--- src/rtl/div_unit.sv ---
// Multi-cycle radix-2 restoring divider returning {remainder, quotient} to execute.
// Optional early-out for |dividend| < |divisor| is enabled by defining DIV_EARLY_OUT_EN.
module div_unit #(
    parameter int DATA_W = 32,
    parameter int CNT_W  = 6
) (
    input  logic                  clk,
    input  logic                  rst,
    input  logic                  div_sign_i,
    input  logic [DATA_W-1:0]     div_reg1_i,
    input  logic [DATA_W-1:0]     div_reg2_i,
    input  logic                  div_start_i,
    input  logic                  annul_i,
    output logic [2*DATA_W-1:0]   div_res_o,
    output logic                  div_done_o,
    output logic [1:0]            div_state_o
);

    // Handshake: execute holds div_start_i high until it sees div_done_o; dropping it
    // in END clears the result and frees the unit. Requests are taken only in FREE.
    typedef enum logic [1:0] {
        S_FREE   = 2'd0,
        S_BYZERO = 2'd1,
        S_ON     = 2'd2,
        S_END    = 2'd3
    } state_t;

    state_t                r_state, w_state_nxt;
    logic [CNT_W-1:0]      r_cnt, w_cnt_nxt;
    logic [2*DATA_W:0]     r_work, w_work_nxt;
    logic [DATA_W-1:0]     r_divisor, w_divisor_nxt;
    logic [DATA_W-1:0]     r_dividend, w_dividend_nxt;
    logic                  r_dvd_neg, w_dvd_neg_nxt;
    logic                  r_dvs_neg, w_dvs_neg_nxt;
    logic                  r_early, w_early_nxt;
    logic [2*DATA_W-1:0]   r_res, w_res_nxt;
    logic                  r_done, w_done_nxt;

    logic                  w_dvd_neg, w_dvs_neg, w_early;
    logic [DATA_W-1:0]     w_dvd_abs, w_dvs_abs;
    logic [DATA_W:0]       w_diff;
    logic [DATA_W-1:0]     w_quot, w_rem;

    assign w_dvd_neg = div_sign_i & div_reg1_i[DATA_W-1];
    assign w_dvs_neg = div_sign_i & div_reg2_i[DATA_W-1];
    assign w_dvd_abs = w_dvd_neg ? (DATA_W'(0) - div_reg1_i) : div_reg1_i;
    assign w_dvs_abs = w_dvs_neg ? (DATA_W'(0) - div_reg2_i) : div_reg2_i;

`ifdef DIV_EARLY_OUT_EN
    assign w_early = (w_dvd_abs < w_dvs_abs);
`else
    assign w_early = 1'b0;
`endif

    assign w_diff = {1'b0, r_work[2*DATA_W-1:DATA_W]} - {1'b0, r_divisor};
    assign w_quot = (r_dvd_neg ^ r_dvs_neg) ? (DATA_W'(0) - r_work[DATA_W-1:0])
                                            : r_work[DATA_W-1:0];
    assign w_rem  = r_dvd_neg ? (DATA_W'(0) - r_work[2*DATA_W:DATA_W+1])
                              : r_work[2*DATA_W:DATA_W+1];

    always_comb begin
        w_state_nxt    = r_state;
        w_cnt_nxt      = r_cnt;
        w_work_nxt     = r_work;
        w_divisor_nxt  = r_divisor;
        w_dividend_nxt = r_dividend;
        w_dvd_neg_nxt  = r_dvd_neg;
        w_dvs_neg_nxt  = r_dvs_neg;
        w_early_nxt    = r_early;
        w_res_nxt      = r_res;
        w_done_nxt     = r_done;
        case (r_state)
            S_FREE: begin
                if (div_start_i && !annul_i) begin
                    w_dividend_nxt = div_reg1_i;
                    w_divisor_nxt  = w_dvs_abs;
                    w_dvd_neg_nxt  = w_dvd_neg;
                    w_dvs_neg_nxt  = w_dvs_neg;
                    w_cnt_nxt      = '0;
                    w_work_nxt     = {{DATA_W{1'b0}}, w_dvd_abs, 1'b0};
                    w_early_nxt    = 1'b0;
                    if (div_reg2_i == '0) begin
                        w_state_nxt = S_BYZERO;
                    end else if (w_early) begin
                        // Early-out shares the BYZERO slot so its done timing matches.
                        w_early_nxt = 1'b1;
                        w_state_nxt = S_BYZERO;
                    end else begin
                        w_state_nxt = S_ON;
                    end
                end
            end
            S_BYZERO: begin
                w_work_nxt  = '0;
                w_res_nxt   = r_early ? {r_dividend, {DATA_W{1'b0}}} : '0;
                w_done_nxt  = 1'b1;
                w_state_nxt = S_END;
            end
            S_ON: begin
                if (annul_i) begin
                    w_cnt_nxt   = '0;
                    w_state_nxt = S_FREE;
                end else if (r_cnt != CNT_W'(DATA_W)) begin
                    if (w_diff[DATA_W]) begin
                        w_work_nxt = {r_work[2*DATA_W-1:0], 1'b0};
                    end else begin
                        w_work_nxt = {w_diff[DATA_W-1:0], r_work[DATA_W-1:0], 1'b1};
                    end
                    w_cnt_nxt = r_cnt + CNT_W'(1);
                end else begin
                    w_res_nxt   = {w_rem, w_quot};
                    w_done_nxt  = 1'b1;
                    w_state_nxt = S_END;
                end
            end
            S_END: begin
                if (!div_start_i) begin
                    w_done_nxt  = 1'b0;
                    w_res_nxt   = '0;
                    w_state_nxt = S_FREE;
                end
            end
            default: w_state_nxt = S_FREE;
        endcase
    end

    always_ff @(posedge clk) begin
        if (rst) begin
            r_state    <= S_FREE;
            r_cnt      <= '0;
            r_work     <= '0;
            r_divisor  <= '0;
            r_dividend <= '0;
            r_dvd_neg  <= 1'b0;
            r_dvs_neg  <= 1'b0;
            r_early    <= 1'b0;
            r_res      <= '0;
            r_done     <= 1'b0;
        end else begin
            r_state    <= w_state_nxt;
            r_cnt      <= w_cnt_nxt;
            r_work     <= w_work_nxt;
            r_divisor  <= w_divisor_nxt;
            r_dividend <= w_dividend_nxt;
            r_dvd_neg  <= w_dvd_neg_nxt;
            r_dvs_neg  <= w_dvs_neg_nxt;
            r_early    <= w_early_nxt;
            r_res      <= w_res_nxt;
            r_done     <= w_done_nxt;
        end
    end

    assign div_res_o   = r_res;
    assign div_done_o  = r_done;
    assign div_state_o = r_state;

endmodule
--- config.mk ---
export PLATFORM = sky130hd
export DESIGN_NAME = div_unit
export DESIGN_NICKNAME = d
export VERILOG_FILES = /design/src/rtl/div_unit.sv
export SDC_FILE = /design/constraint.sdc
export NUM_CORES = 1
export LEC_CHECK = 0
export BUFFER_PORTS_ARGS = -buffer_cell sky130_fd_sc_hd__buf_4
export CAP_MARGIN = 20
export CORE_MARGIN = 2
export CORE_UTILIZATION = 45
export DETAILED_ROUTE_END_ITERATION = 16
export GPL_TIMING_DRIVEN = 0
export MAX_ROUTING_LAYER = met4
export SKIP_LAST_GASP = 1
export SLEW_MARGIN = 20
export SYNTH_ARGS = -nofsm -noshare
export SYNTH_HDL_FRONTEND = slang
export SYNTH_SLANG_ARGS = --single-unit
--- constraint.sdc ---
create_clock -name clk -period 5.5 [get_ports clk]
set_input_delay 0.825 -clock clk [delete_from_list [all_inputs] [get_ports clk]]
set_output_delay 0.825 -clock clk [all_outputs]
set_load 0.02 [all_outputs]
Yosys cells after proc, flatten, opt, wreduce, memory -nomap -nowiden
Cells that the tools add are included.

Word-level logic and storage cells: 67. Latch bits: 0. ROM bits: 0. Memories: 0. Output and inout port bits: 67. RAM bits: 0. Flip-flop bits (word level): 172.

Shifts and indexed selects: 0. Bitwise operators: 3. Add/sub/neg operators: 6. $lt $le $gt $ge: 0. Reduce and logical (&&, ||, !) cells: 12. Divide/modulo/power cells: 0. Eq/ne operators: 11. Mux-type cells: 27. $mul: 0.

Operators with widths (number): $mux 65 (4); $pmux 65 s3 (1); $mux 64 (3); $pmux 64 s3 (1); $mux 32 (4); $sub 1x32->32 const A (4); $sub 32x32->33 (1); $logic_not 32->1 (1); $mux 6 (3); $pmux 6 s2 (1); $mux 2 (5); $ne 2x2->1 const B (5); $pmux 2 s4 (1); $reduce_and 4->1 (2); $add 6x1->6 const B (1); $ne 3x3->1 const B (2); $ne 6x6->1 const B (1); $reduce_and 3->1 (2); $reduce_bool 3->1 (2); $eq 2x2->1 const B (2); $mux 1 (3); $pmux 1 s3 (1); $and 1x1->1 (2); $eq 2x1->1 const B (1); 6 further kinds (6).

Logic depth before layout (Yosys ltp)
Gate-level depths: netlist of run 1.

Depth after elaboration: 5. Gate-level depth with buffers: 13.

Worst setup path after synthesis of run 1
Ideal clock, no wire load.

Kind: register to register. Start: register r_work[33]. End: register r_work[63]. Path slack: 2.364 ns. Stages on the path, launching flop included: 14. Arrival time: 3.022 ns. Library setup time: 0.114 ns. Cells stage by stage: dfxtp_1 > clkbuf_1 > inv_1 > fa_1 > nand2b_1 > a21oi_1 > o211ai_1 > a211o_1 > a31o_1 > and3_1 > buf_2 > buf_2 > a32o_1 > a21o_1.

Cells in the longest elaborated chain, start to end: 5.

RTL lines: from (decl) (RTL line 30) `logic [2*DATA_W:0] r_work, w_work_nxt;`; from (signal assigned) (RTL line 142) `r_work <= w_work_nxt;`; $sub 32x32->33 (RTL line 55) `assign w_diff = {1'b0, r_work[2*DATA_W-1:DATA_W]} - {1'b0, r_divisor};`; $mux 65 (RTL line 104) `if (w_diff[DATA_W]) begin`; $mux 65 (RTL line 103) `end else if (r_cnt != CNT_W'(DATA_W)) begin`; $mux 65 (RTL line 100) `if (annul_i) begin`; $pmux 65 s3 (RTL line 72) `case (r_state)`.

Every way passes these cells. The select of a mux whose other input is x is not followed. A chain may end at the register's enable or synchronous reset.

Worst setup path after layout of run 1
Start: register r_work[33]. End: register r_work[61].

Same word-level chain as after synthesis.

==> impl_summary.txt, run 1 <==
----------------------------------------------------
[Status]
  Outcome ... completed

[Power and ir drop]
  Ratio of total power to cell area ... 310.2 nW/um^2
  Peak ir drop on the vdd network ... 0.2035 mV
  Static leakage power ... 5.239 nW
  Total power draw ... 4.021 mW

[Cells and area]
  Number of filler instances in the final layout ... 2,419
  Diode insertion count for antenna repair ... 0
  Layout-stage area growth over the synthesis result ... 18.62%
  Total area of multi-input combinational cells ... just under 7000 sq um
  Storage cell area ... ~3400 sq um
  Layout net count ... 1,674
  Share of post-route cells with drive strength above 1 ... 12.20%

[Place]
  Final Wtd Congestion ... around 0.9
  PortBufs ... ~140
  Final HPWL from detailed placement ... approximately 26,000 um

[Routing]
  WL per Instance ... 17.49 um
  First drt pass iteration count ... 5
  Aggregate routed wire length ... 33,190 um
  Vias per Instance ... about 5.6
  First DRT Iteration DRCs ... 774
  Routed Antenna Nets ... 0
  DRC Markers ... 0
  DR vias ... 10,540

[CTS]
  # clock sinks ... around 170
  Root buf cell ... clkbuf_16
  Largest buffer count on any clock path ... 2
  Num CTS Buffers ... 17
  TritonCTS clock tree ... done
  Post-CTS sizing ... 0
  Worst-path clk slew ... approximately 70 ps
  Hold buffer count at CTS ... 0
  Number of post-CTS setup repair buffers ... 0
  H-tree lvl count ... 4
  Clk Latency, worst-skew pair ... 440 ps

[STA]
  Final Hold Viols ... 0
  Min Tclk post-route ... 3916 ps
  Final Max Slew Viols ... 0
  Unrepaired setup endpoints after global routing ... false
  Max Clock Freq ... 0.2554 GHz
  Max transition margin ... ~41%
  Slew at the pin closest to its max-slew limit ... between 800 and 900 ps
  Total negative slack ... 0 ps
  Final clock skew ... 12.85 ps
  Setup violations, final ... 0
  Fraction of the cycle the final worst path needs ... 71.20%

[Synthesis]
  Most numerous cell types in the synthesized netlist ... 172 x dfxtp_1, 167 x nor2_1, 136 x o21ai_0, 126 x nand2_1, 91 x a21oi_1
  Post-synthesis share of cell area spent on xor and xnor gates ... 11.22%
  Sequential share of the synthesized area ... 31.51%
  Largest area contributor in the netlist ... dfxtp_1
  Share of Yosys cell area claimed by the top area cell type ... 31.51%
  Area fraction in compound gates after synthesis ... 25.20%
  Mapped Avg Cell Area ... 7.772 sq um
  Largest family of logic cells by synthesized area ... compound AO/OA/AOI/OAI gates
  Basic-gate share of the synthesized area counting and, or, nand and nor cells ... 19.96%
  Share of synthesized registers carrying an async set or reset ... 0%
  Yosys reg bits ... ~170
  Number of warnings reported in the yosys synthesis log ... 0
  Number of enable-type register cells in the synthesized netlist ... 0
  Instance count of the mapped netlist ... 1,406
  Most frequent cell after synthesis ... dfxtp_1
  Post-synthesis instance area ... between 10,000 and 15,000 sq um
  Synthesized-area fraction occupied by adder cells ... 5.107%
  Ys flop type ... dfxtp_1
  Distinct cell type count after synthesis ... 65
  Cells taking the most area after synthesis ... dfxtp_1 32%, xnor2_1 6.3%, o21ai_0 6.2%, nor2_1 5.7%, ha_1 4.9%
  Net count after synthesis ... 1,519
  Multiplexer share of the synthesized area ... 1.924%

[Critical path]
  Crit. End Element ... register
  Crit path DAT ... 4300 ps
  Critical path required time ... 5880 ps
  Category of the worst setup path launch point ... register
  Critical path class ... reg -> reg
  Max FO, Critical Path ... 10

[Floorplanning]
  Placement row count ... 57
  Total Die Area ... 25,540 sq um
  Core region area ... between 20,000 and 25,000 sq um
  Die width ... 159.8 um
  Number of top-level pins ... around 140
  Initial standard-cell utilization of the core ... 45.33%
  Vertical die dimension ... 159.8 um

[GRT]
  Total overflow reported by the global router ... 0
  Global-route wire length before repair ... 52,520 um
  Pin count of the biggest net entering global routing ... 20
  Global-route usage over all layers ... a little over a quarter
  Number of global-route vias before repair ... 9,426
  Number of antenna violations at the first check in global routing ... 0

[Job]
  Max capacitance violation total ... 0

[Worst hold path]
  Worst min-delay path class ... reg -> reg

----------------------------------------------------
critical path, stage by stage (launching register included):
cell and delay (ps):
dfxtp_1 410, clkbuf_1 310, inv_1 190, fa_1 480, nand2b_1 190, a21oi_1 250, o211ai_1 230, a211o_1 370
a31o_1 270, and3_1 180, buf_2 170, buf_2 240, o31ai_1 390, a22o_1 180
cell usage in the layout, fill, tap and decap left out, types with 19 or more instances in the layout:
cell,count
dfxtp_1,172
a22oi_1,42
o21ai_0,136
a211oi_1,33
or3_1,19
mux2i_1,21
a21oi_1,91
nor3_1,19
nor2_1,167
xnor2_1,79
nand2_1,126
clkbuf_1,70
inv_1,64
nand3_1,22
ha_1,43
xor2_1,61
buf_4,136
o31ai_1,25
metrics by stage:
step | cells | setup slack (ps) | area, sq um | hold WS [ps] | utilization (%)
6_report | 1898 | 1584 | 12960 | 459.7 | 53.77
5_1_grt | 1898 | 1388 | 12960 | 482.6 | 53.77
4_1_cts | 1898 | 1688 | 12960 | 465.5 | 53.77
3_5_place_dp | 1866 | 1730 | 12360 | 448.0 | 51.28
3_3_place_gp | 1865 | 1732 | 12350 | 436.0 | 51.21
2_1_floorplan | 1406 | 2364 | 10930 | 452.7 | -
logic make-up after synthesis:
logic type      Yosys count
compound gates          429
fa+ha+maj                44
flops                   172
mux                      21
buf+inv                 146
xor+xnor                140
simple gates            454
per-layer routing:
metal | part of all wire, % | vias up | wire, um | track usage [%]
li1 | - | 5354 | - | -
met1 | 52 | 4824 | 17250 | 41.05
met2 | 40 | 339 | 13310 | 36.15
met3 | 6.8 | 27 | 2264 | 2.961
met4 | 1.1 | 0 | 361 | 5.938
met5 | 0 | - | 0 | -
final cells by class:
cell class | count | area share (%)
Buffer | 82 | 2.423
Clock buffer | 17 | 3.282
Clock inverter | 15 | 1.351
Inverter | 64 | 1.853
Multi-Input combinational cell | 1088 | 53.52
Sequential cell | 172 | 26.57
Tap cell | 324 | 3.128
Timing Repair Buffer | 136 | 7.877
power by group:
group	switching, mW	internal, mW	total (mW)
Sequential	0.138	1.35	1.49
Combinational	0.827	0.478	1.31
Clock	0.614	0.616	1.23
sequential cells by signal (all words and copies together), names as in the netlist:
signal,cells
div_done_o,1
r_dvs_neg,1
r_cnt,6
r_dvd_neg,1
r_divisor,32
r_work,65
div_state_o,2
div_res_o,64
worst paths after layout:
path	from	endpoint	slack, ps	depth (start not counted)
min	div_res_o[58]	div_res_o[58]	460	2
max reg2reg	r_work[33]	r_work[61]	1580	13
max	r_work[33]	r_work[61]	1580	13
min reg2reg	div_res_o[58]	div_res_o[58]	460	2
Power figures use the tool's default switching activity.
==> run 2: changes to the inputs <==
- clock period: 5.5 -> 3.7 ns (I/O delays scaled with it)
==> impl_summary.txt, run 2 (same netlist as run 1, synthesis figures left out) <==
----------------------------------------------------
[Status]
  Outcome ... completed

[Power and ir drop]
  Switching power summed over all nets ... 2.347 mW (+49%)
  Combinational cell fraction of total power ... 32.6% (about the same)
  Part of the power in registers ... 36.9% (about the same)
  Switching power share of the total ... 39.21% (-0.051 points)
  Clock Power Share ... 30.6% (about the same)
  Ratio of total power to cell area ... 460.4 nW/um^2 (+48%)
  Internal power ... 3.639 mW (+49%)
  Static leakage power ... 5.257 nW (+0.34%)
  Peak ir drop on the vdd network ... 0.3005 mV (+48%)

[Worst hold path]
  Worst min-delay path class ... in -> reg
  Endpoint, Worst Hold ... r_divisor[31]
  Startpoint of the lowest-slack hold path ... div_sign_i
  Cell depth of the worst hold path ... 2 (unchanged)

[Place]
  Final HPWL from detailed placement ... 26,310 um (unchanged)
  PortBufs ... 135 (unchanged)
  Final Wtd Congestion ... 0.9049 (unchanged)

[CTS]
  Clk Latency, worst-skew pair ... 440 ps (about the same)
  # clock sinks ... 172 (unchanged)
  TritonCTS clock tree ... done
  Root buf cell ... clkbuf_16
  Worst-path clk slew ... 80 ps (about the same)
  Largest buffer count on any clock path ... 2 (unchanged)
  Hold buffer count at CTS ... 0 (unchanged)
  H-tree lvl count ... 4 (unchanged)
  Num CTS Buffers ... 17 (unchanged)

[Routing]
  DR vias ... 10,540 (unchanged)
  DRC Markers ... 0 (unchanged)
  WL per Instance ... 17.49 um (about the same)
  Aggregate routed wire length ... 33,240 um (+0.15%)
  Routed Antenna Nets ... 0 (unchanged)
  First DRT Iteration DRCs ... 759 (-1.9%)
  First drt pass iteration count ... 5 (unchanged)
  Vias per Instance ... 5.549 (-0.11%)

[Critical path]
  Critical R2R Capture ... r_work[63]
  Startpoint of the worst register-to-register path ... r_work[33]
  Category of the worst setup path launch point ... register
  Crit path DAT ... 3900 ps (-400 ps)
  Critical path required time ... 4030 ps (-1850 ps)
  Max FO, Critical Path ... 10 (unchanged)
  Flop-to-flop setup slack ... 130 ps (-1460 ps)
  Crit. End Element ... register
  Critical path class ... reg -> reg
  Depth of the worst register-to-register path ... 13 (unchanged)

[Cells and area]
  Layout-stage area growth over the synthesis result ... 18.97%
  Top library cells by usage in the layout, fill and taps aside ... 172 x dfxtp_1, 167 x nor2_1, 138 x buf_4
  Diode insertion count for antenna repair ... 0 (unchanged)
  Number of filler instances in the final layout ... 2,420 (+0.041%)
  Core utilization of the finished layout ... 53.93% (+0.16 points)
  Largest register by flop count ... r_work
  Share of post-route cells with drive strength above 1 ... 12.50% (+0.30 points)
  Leading cell type in the layout, fill and taps excluded ... dfxtp_1
  Layout net count ... 1,676 (+0.12%)
  Number of flip-flops in the largest register ... 65 (unchanged)

[GRT]
  Global-route wire length before repair ... 52,520 um (about the same)
  Number of antenna violations at the first check in global routing ... 0 (unchanged)
  Global-route usage over all layers ... 26.41% (unchanged)
  Number of global-route vias before repair ... 9,427 (+0.011%)
  Pin count of the biggest net entering global routing ... 20 (unchanged)
  Total overflow reported by the global router ... 0 (unchanged)

[Floorplanning]
  Vertical die dimension ... 159.8 um (unchanged)
  Core region area ... 24,110 sq um (unchanged)
  Die width ... 159.8 um (unchanged)
  Total Die Area ... 25,540 sq um (unchanged)
  Initial standard-cell utilization of the core ... 45.33% (unchanged)
  Number of top-level pins ... 136 (unchanged)
  Placement row count ... 57 (unchanged)

[STA]
  Slew at the pin closest to its max-slew limit ... 896.5 ps (+11.41 ps)
  Final Hold Viols ... 0 (unchanged)
  Max transition margin ... 40.23% (-0.76 points)
  Min Tclk post-route ... 3574 ps (-342.0 ps)
  Total negative slack ... 0 ps (unchanged)
  Setup violations, final ... 0 (unchanged)
  Fraction of the cycle the final worst path needs ... 96.60% (+25 points)
  Final Max Slew Viols ... 0 (unchanged)
  Max Clock Freq ... 0.2798 GHz (+9.6%)
  Final clock skew ... 13.92 ps (+1.069 ps)

[Job]
  Max capacitance violation total ... 0 (unchanged)

----------------------------------------------------
==> run 2: cell count changes in the layout (fill, tap and decap cells not counted) <==
cell and delta:
buf_4 +2, clkbuf_4 +2, a21oi_1 -1, a21oi_2 +1, buf_2 -1, clkbuf_1 -1
o31ai_1 -1, o31ai_4 +1
==> run 2: cell type report <==
class / instances / area, sq um / share of cell area, %
Buffer: 82 / 320.3 / 2.464
Clock buffer: 17 / 425.4 / 3.272
Clock inverter: 15 / 175.2 / 1.347
Inverter: 64 / 240.2 / 1.848
Multi-Input combinational cell: 1088 / 6954 / 53.49
Sequential cell: 172 / 3443 / 26.49
Tap cell: 324 / 405.4 / 3.118
Timing Repair Buffer: 138 / 1036 / 7.969
==> run 2: worst max-delay path by stage <==
stage                    start         end  depth (start not counted)
floorplan           r_work[33]  r_work[63]                         13
global placement    r_work[33]  r_work[61]                         13
detailed placement  r_work[33]  r_work[61]                         13
CTS                 r_work[33]  r_work[61]                         13
global route        r_work[33]  r_work[63]                         13
finish              r_work[33]  r_work[63]                         13
==> run 2: what timing repair did <==
action / 4_1_cts / 5_1_grt
endpoints found under the setup margin: 5 / 21
pin swaps: 0 / 2
gates resized for setup: 1 / 6
setup buffers: 0 / 2
==> run 2: routing by layer <==
layer / routed length [um] / part of all wire [%] / GRT usage [%]
met4: 314 / 0.94 / 5.938
met1: 17130 / 52 / 41.05
met3: 2380 / 7.2 / 2.961
met5: 0 / 0 / -
met2: 13410 / 40 / 36.15
==> run 2: per-stage QoR <==
step | std cells | area (sq um) | power, mW | setup WS (ps) | hold WS (ps)
finish | 1900 | 13000 | 5.986 | 125.9 | 363.4
global route | 1900 | 13000 | 6.335 | -25.53 | 372.1
CTS | 1898 | 12960 | 5.977 | 26.87 | 354.9
detailed placement | 1866 | 12360 | 4.156 | -70.44 | 448.0
global placement | 1865 | 12350 | 4.138 | -67.92 | 436.0
floorplan | 1406 | 10930 | 3.540 | 563.7 | 452.7
==> run 2: worst max-delay path, cell delays in order, from the launching register on <==
cell and delay (ps):
dfxtp_1 410, clkbuf_4 220, inv_1 110, fa_1 460, nand2b_1 190, a21oi_2 180
o211ai_1 190, a211o_1 400, a31o_1 270, and3_1 180, buf_2 170, clkbuf_4 240
a32o_1 290, a21o_1 150
==> run 2: power by group through the flow <==
stage                     clock network (mW)  registers (mW)  logic (mW)
final                                   1.83            2.21        1.95
after global routing                    1.93            2.24        2.17
after CTS                               1.86            2.20        1.92
after detailed placement                   0            2.25        1.91
after global placement                     0            2.24        1.90
after floorplan                            0            2.18        1.36
==> run 3: changes to the inputs <==
- ABC_AREA: unset -> 1
- clock period: 3.7 -> 3.9 ns (I/O delays scaled with it)
==> impl_summary.txt, run 3 <==
----------------------------------------------------
[Floorplanning]
  Total Die Area ... 30,250 sq um (+18%)
  Number of top-level pins ... 136 (unchanged)
  Vertical die dimension ... 173.9 um (+8.8%)
  Initial standard-cell utilization of the core ... 45.52% (+0.19 points)
  Placement row count ... 62 (+8.8%)
  Die width ... 173.9 um (+8.8%)
  Core region area ... 28,550 sq um (+18%)

[GRT]
  Number of antenna violations at the first check in global routing ... 0 (unchanged)
  Total overflow reported by the global router ... 0 (unchanged)
  Global-route wire length before repair ... 71,450 um (+36%)
  Number of global-route vias before repair ... 12,970 (+38%)
  Global-route usage over all layers ... 31.11% (+4.7 points)
  Pin count of the biggest net entering global routing ... 17 (-15%)

[Synthesis]
  Yosys reg bits ... 172 (unchanged)
  Area fraction in compound gates after synthesis ... 16.75% (-8.4 points)
  Net count after synthesis ... 2,333 (+54%)
  Largest area contributor in the netlist ... dfxtp_1
  Share of Yosys cell area claimed by the top area cell type ... 26.50% (-5.0 points)
  Ys flop type ... dfxtp_1
  Share of synthesized registers carrying an async set or reset ... 0% (unchanged)
  Multiplexer share of the synthesized area ... 0% (-1.9 points)
  Sequential share of the synthesized area ... 26.50% (-5.0 points)
  Number of enable-type register cells in the synthesized netlist ... 0 (unchanged)
  Mapped Avg Cell Area ... 5.853 sq um (-25%)
  Post-synthesis share of cell area spent on xor and xnor gates ... 2.359% (-8.9 points)
  Distinct cell type count after synthesis ... 48 (-26%)
  Number of warnings reported in the yosys synthesis log ... 0 (unchanged)
  Cells taking the most area after synthesis ... dfxtp_1 26%, nand2_1 17%, inv_1 9.9%, nand3_1 9.3%, a21oi_1 9.1%
  Largest family of logic cells by synthesized area ... simple AND/OR/NAND/NOR gates
  Basic-gate share of the synthesized area counting and, or, nand and nor cells ... 37.05% (+17 points)
  Instance count of the mapped netlist ... 2,220 (+58%)
  Synthesized-area fraction occupied by adder cells ... 4.295% (-0.81 points)
  Most frequent cell after synthesis ... nand2_1
  Most numerous cell types in the synthesized netlist ... 605 x nand2_1, 341 x inv_1, 242 x nand3_1, 237 x a21oi_1, 172 x dfxtp_1
  Post-synthesis instance area ... 12,990 sq um (+19%)

[Cells and area]
  Diode insertion count for antenna repair ... 0 (unchanged)
  Share of post-route cells with drive strength above 1 ... 9.765% (-2.7 points)
  Leading cell type in the layout, fill and taps excluded ... nand2_1
  Number of filler instances in the final layout ... 3,146 (+30%)
  Layout net count ... 2,486 (+48%)
  Layout Cell Area excl Fill ... 15,040 sq um (+16%)
  Top library cells by usage in the layout, fill and taps aside ... 605 x nand2_1, 341 x inv_1, 242 x nand3_1
  Number of flip-flops in the largest register ... 65 (unchanged)
  Largest register by flop count ... r_work
  Layout-stage area growth over the synthesis result ... 15.78%
  Number of cells in the finished layout apart from fillers ... 2,770 (+46%)

[STA]
  Total negative slack ... 0 ps (unchanged)
  Unrepaired setup endpoints after global routing ... false
  Max Clock Freq ... 0.3692 GHz (+32%)
  Final clock skew ... 17.04 ps (+3.118 ps)
  Max transition margin ... 40.94% (+0.71 points)
  Min Tclk post-route ... 2709 ps (-865.5 ps)
  Fraction of the cycle the final worst path needs ... 69.45% (-27 points)
  Final Max Slew Viols ... 0 (unchanged)
  Final Hold Viols ... 0 (unchanged)
  Setup violations, final ... 0 (unchanged)
  Final worst setup slack ... 1191 ps (+1066 ps)
  Slew at the pin closest to its max-slew limit ... 885.8 ps (-10.63 ps)

[Critical path]
  Max FO, Critical Path ... 10 (unchanged)
  Crit path DAT ... 3020 ps (-880 ps)
  CP Buf/Inv Count ... 2 (-2)
  Critical path required time ... 4210 ps (+180 ps)
  Critical path class ... reg -> reg
  Category of the worst setup path launch point ... register
  Most prevalent standard cell on the critical path ... nand2_1
  Largest stage delay on the critical path ... 480 ps (+20 ps)
  Critical-path top delay cell ... fa_1
  CP top delay family ... simple AND/OR/NAND/NOR gates
  Crit. End Element ... register
  Cells along the critical path ... inv_1 > fa_1 > o21ai_1 > nand3_1 > nand2_1 > nand2_1 > nand2_1 > nand2_4 > nand2_4 > buf_6 > nand3_1 > nand2_1 > a21oi_2

[Routing]
  Aggregate routed wire length ... 46,520 um (+40%)
  Vias per Instance ... 5.280 (-4.9%)
  Routed Antenna Nets ... 0 (unchanged)
  DR vias ... 14,630 (+39%)
  First DRT Iteration DRCs ... 1,585 (+110%)
  WL per Instance ... 16.79 um (-4.0%)
  DRC Markers ... 0 (unchanged)
  First drt pass iteration count ... 6 (+1)

[Place]
  Worst setup timing slack at the placement stage ... 1184 ps (+1254 ps)
  Area after DPL ... 14,480 sq um (+17%)
  Final Wtd Congestion ... 0.9313 (+2.9%)
  Cell count after placement ... 2,738 (+47%)
  Final HPWL from detailed placement ... 37,540 um (+43%)
  PortBufs ... 134 (-0.74%)

[CTS]
  Clk Latency, worst-skew pair ... 440 ps (about the same)
  Num CTS Buffers ... 17 (unchanged)
  Number of post-CTS setup repair buffers ... 0 (unchanged)
  H-tree lvl count ... 4 (unchanged)
  Root buf cell ... clkbuf_16
  Hold buffer count at CTS ... 0 (unchanged)
  Largest buffer count on any clock path ... 2 (unchanged)
  TritonCTS clock tree ... done
  Post-CTS sizing ... 0 (-1)
  # clock sinks ... 172 (unchanged)
  Worst-path clk slew ... 80 ps (about the same)

[Worst hold path]
  Worst min-delay path class ... in -> reg

[Status]
  Outcome ... completed

[Power and ir drop]
  Static leakage power ... 7.476 nW (+42%)
  Ratio of total power to cell area ... 423.3 nW/um^2 (-8.1%)
  Total power draw ... 6.369 mW (+6.4%)
  Peak ir drop on the vdd network ... 0.2913 mV (-3.1%)

[Job]
  Max capacitance violation total ... 0 (unchanged)

----------------------------------------------------
==> run 3: final timing paths <==
path	start	endpoint	slack, ps	depth (start not counted)
worst max-delay path	r_work[33]	r_work[62]	1190	13
worst min-delay path	div_reg2_i[10]	r_divisor[10]	440	3
worst max register to register	r_work[33]	r_work[62]	1190	13
worst min register to register	div_res_o[2]	div_res_o[2]	470	2
==> run 3: cell families after synthesis <==
| kind of cell | Yosys count |
|---|---|
| and+or+nand+nor | 1120 |
| buffers and inverters | 433 |
| AOI/OAI and AO/OA | 416 |
| DFF | 172 |
| adders and majority gates | 44 |
| xor gates and xnor gates | 35 |
==> run 3: layout make-up <==
| class | instances | area (sq um) | share of cell area [%] |
|---|---|---|---|
| Clock inverter | 13 | 131.4 | 0.8733 |
| Timing Repair Buffer | 134 | 1006 | 6.687 |
| Buffer | 81 | 372.9 | 2.478 |
| Sequential cell | 172 | 3443 | 22.89 |
| Clock buffer | 19 | 432.9 | 2.878 |
| Inverter | 352 | 1321 | 8.782 |
| Tap cell | 384 | 480.5 | 3.194 |
| Multi-Input combinational cell | 1615 | 7856 | 52.22 |
==> run 3: worst min-delay path: stages <==
cell	delay [ps]
buf_4	90
xor2_1	60
a21oi_1	110
==> run 3: metrics by stage <==
stage               hold WS [ps]  util [%]
detailed placement         456.0     50.72
finish                     436.0     52.70
floorplan                  431.2         -
CTS                        436.6     52.70
global route               469.2     52.70
global placement           452.8     50.72
==> run 3: power breakdown <==
group | internal [mW] | switching, mW
clock network | 0.896 | 0.797
registers | 1.92 | 0.210
logic | 0.774 | 1.77
==> run 3: routing by layer <==
metal | vias up | GRT usage, % | share of wire (%)
li1 | 7440 | - | -
met1 | 6663 | 46.77 | 50
met2 | 480 | 44.89 | 42
met3 | 42 | 2.953 | 6.9
met4 | 0 | 6.758 | 1.6
met5 | - | - | 0
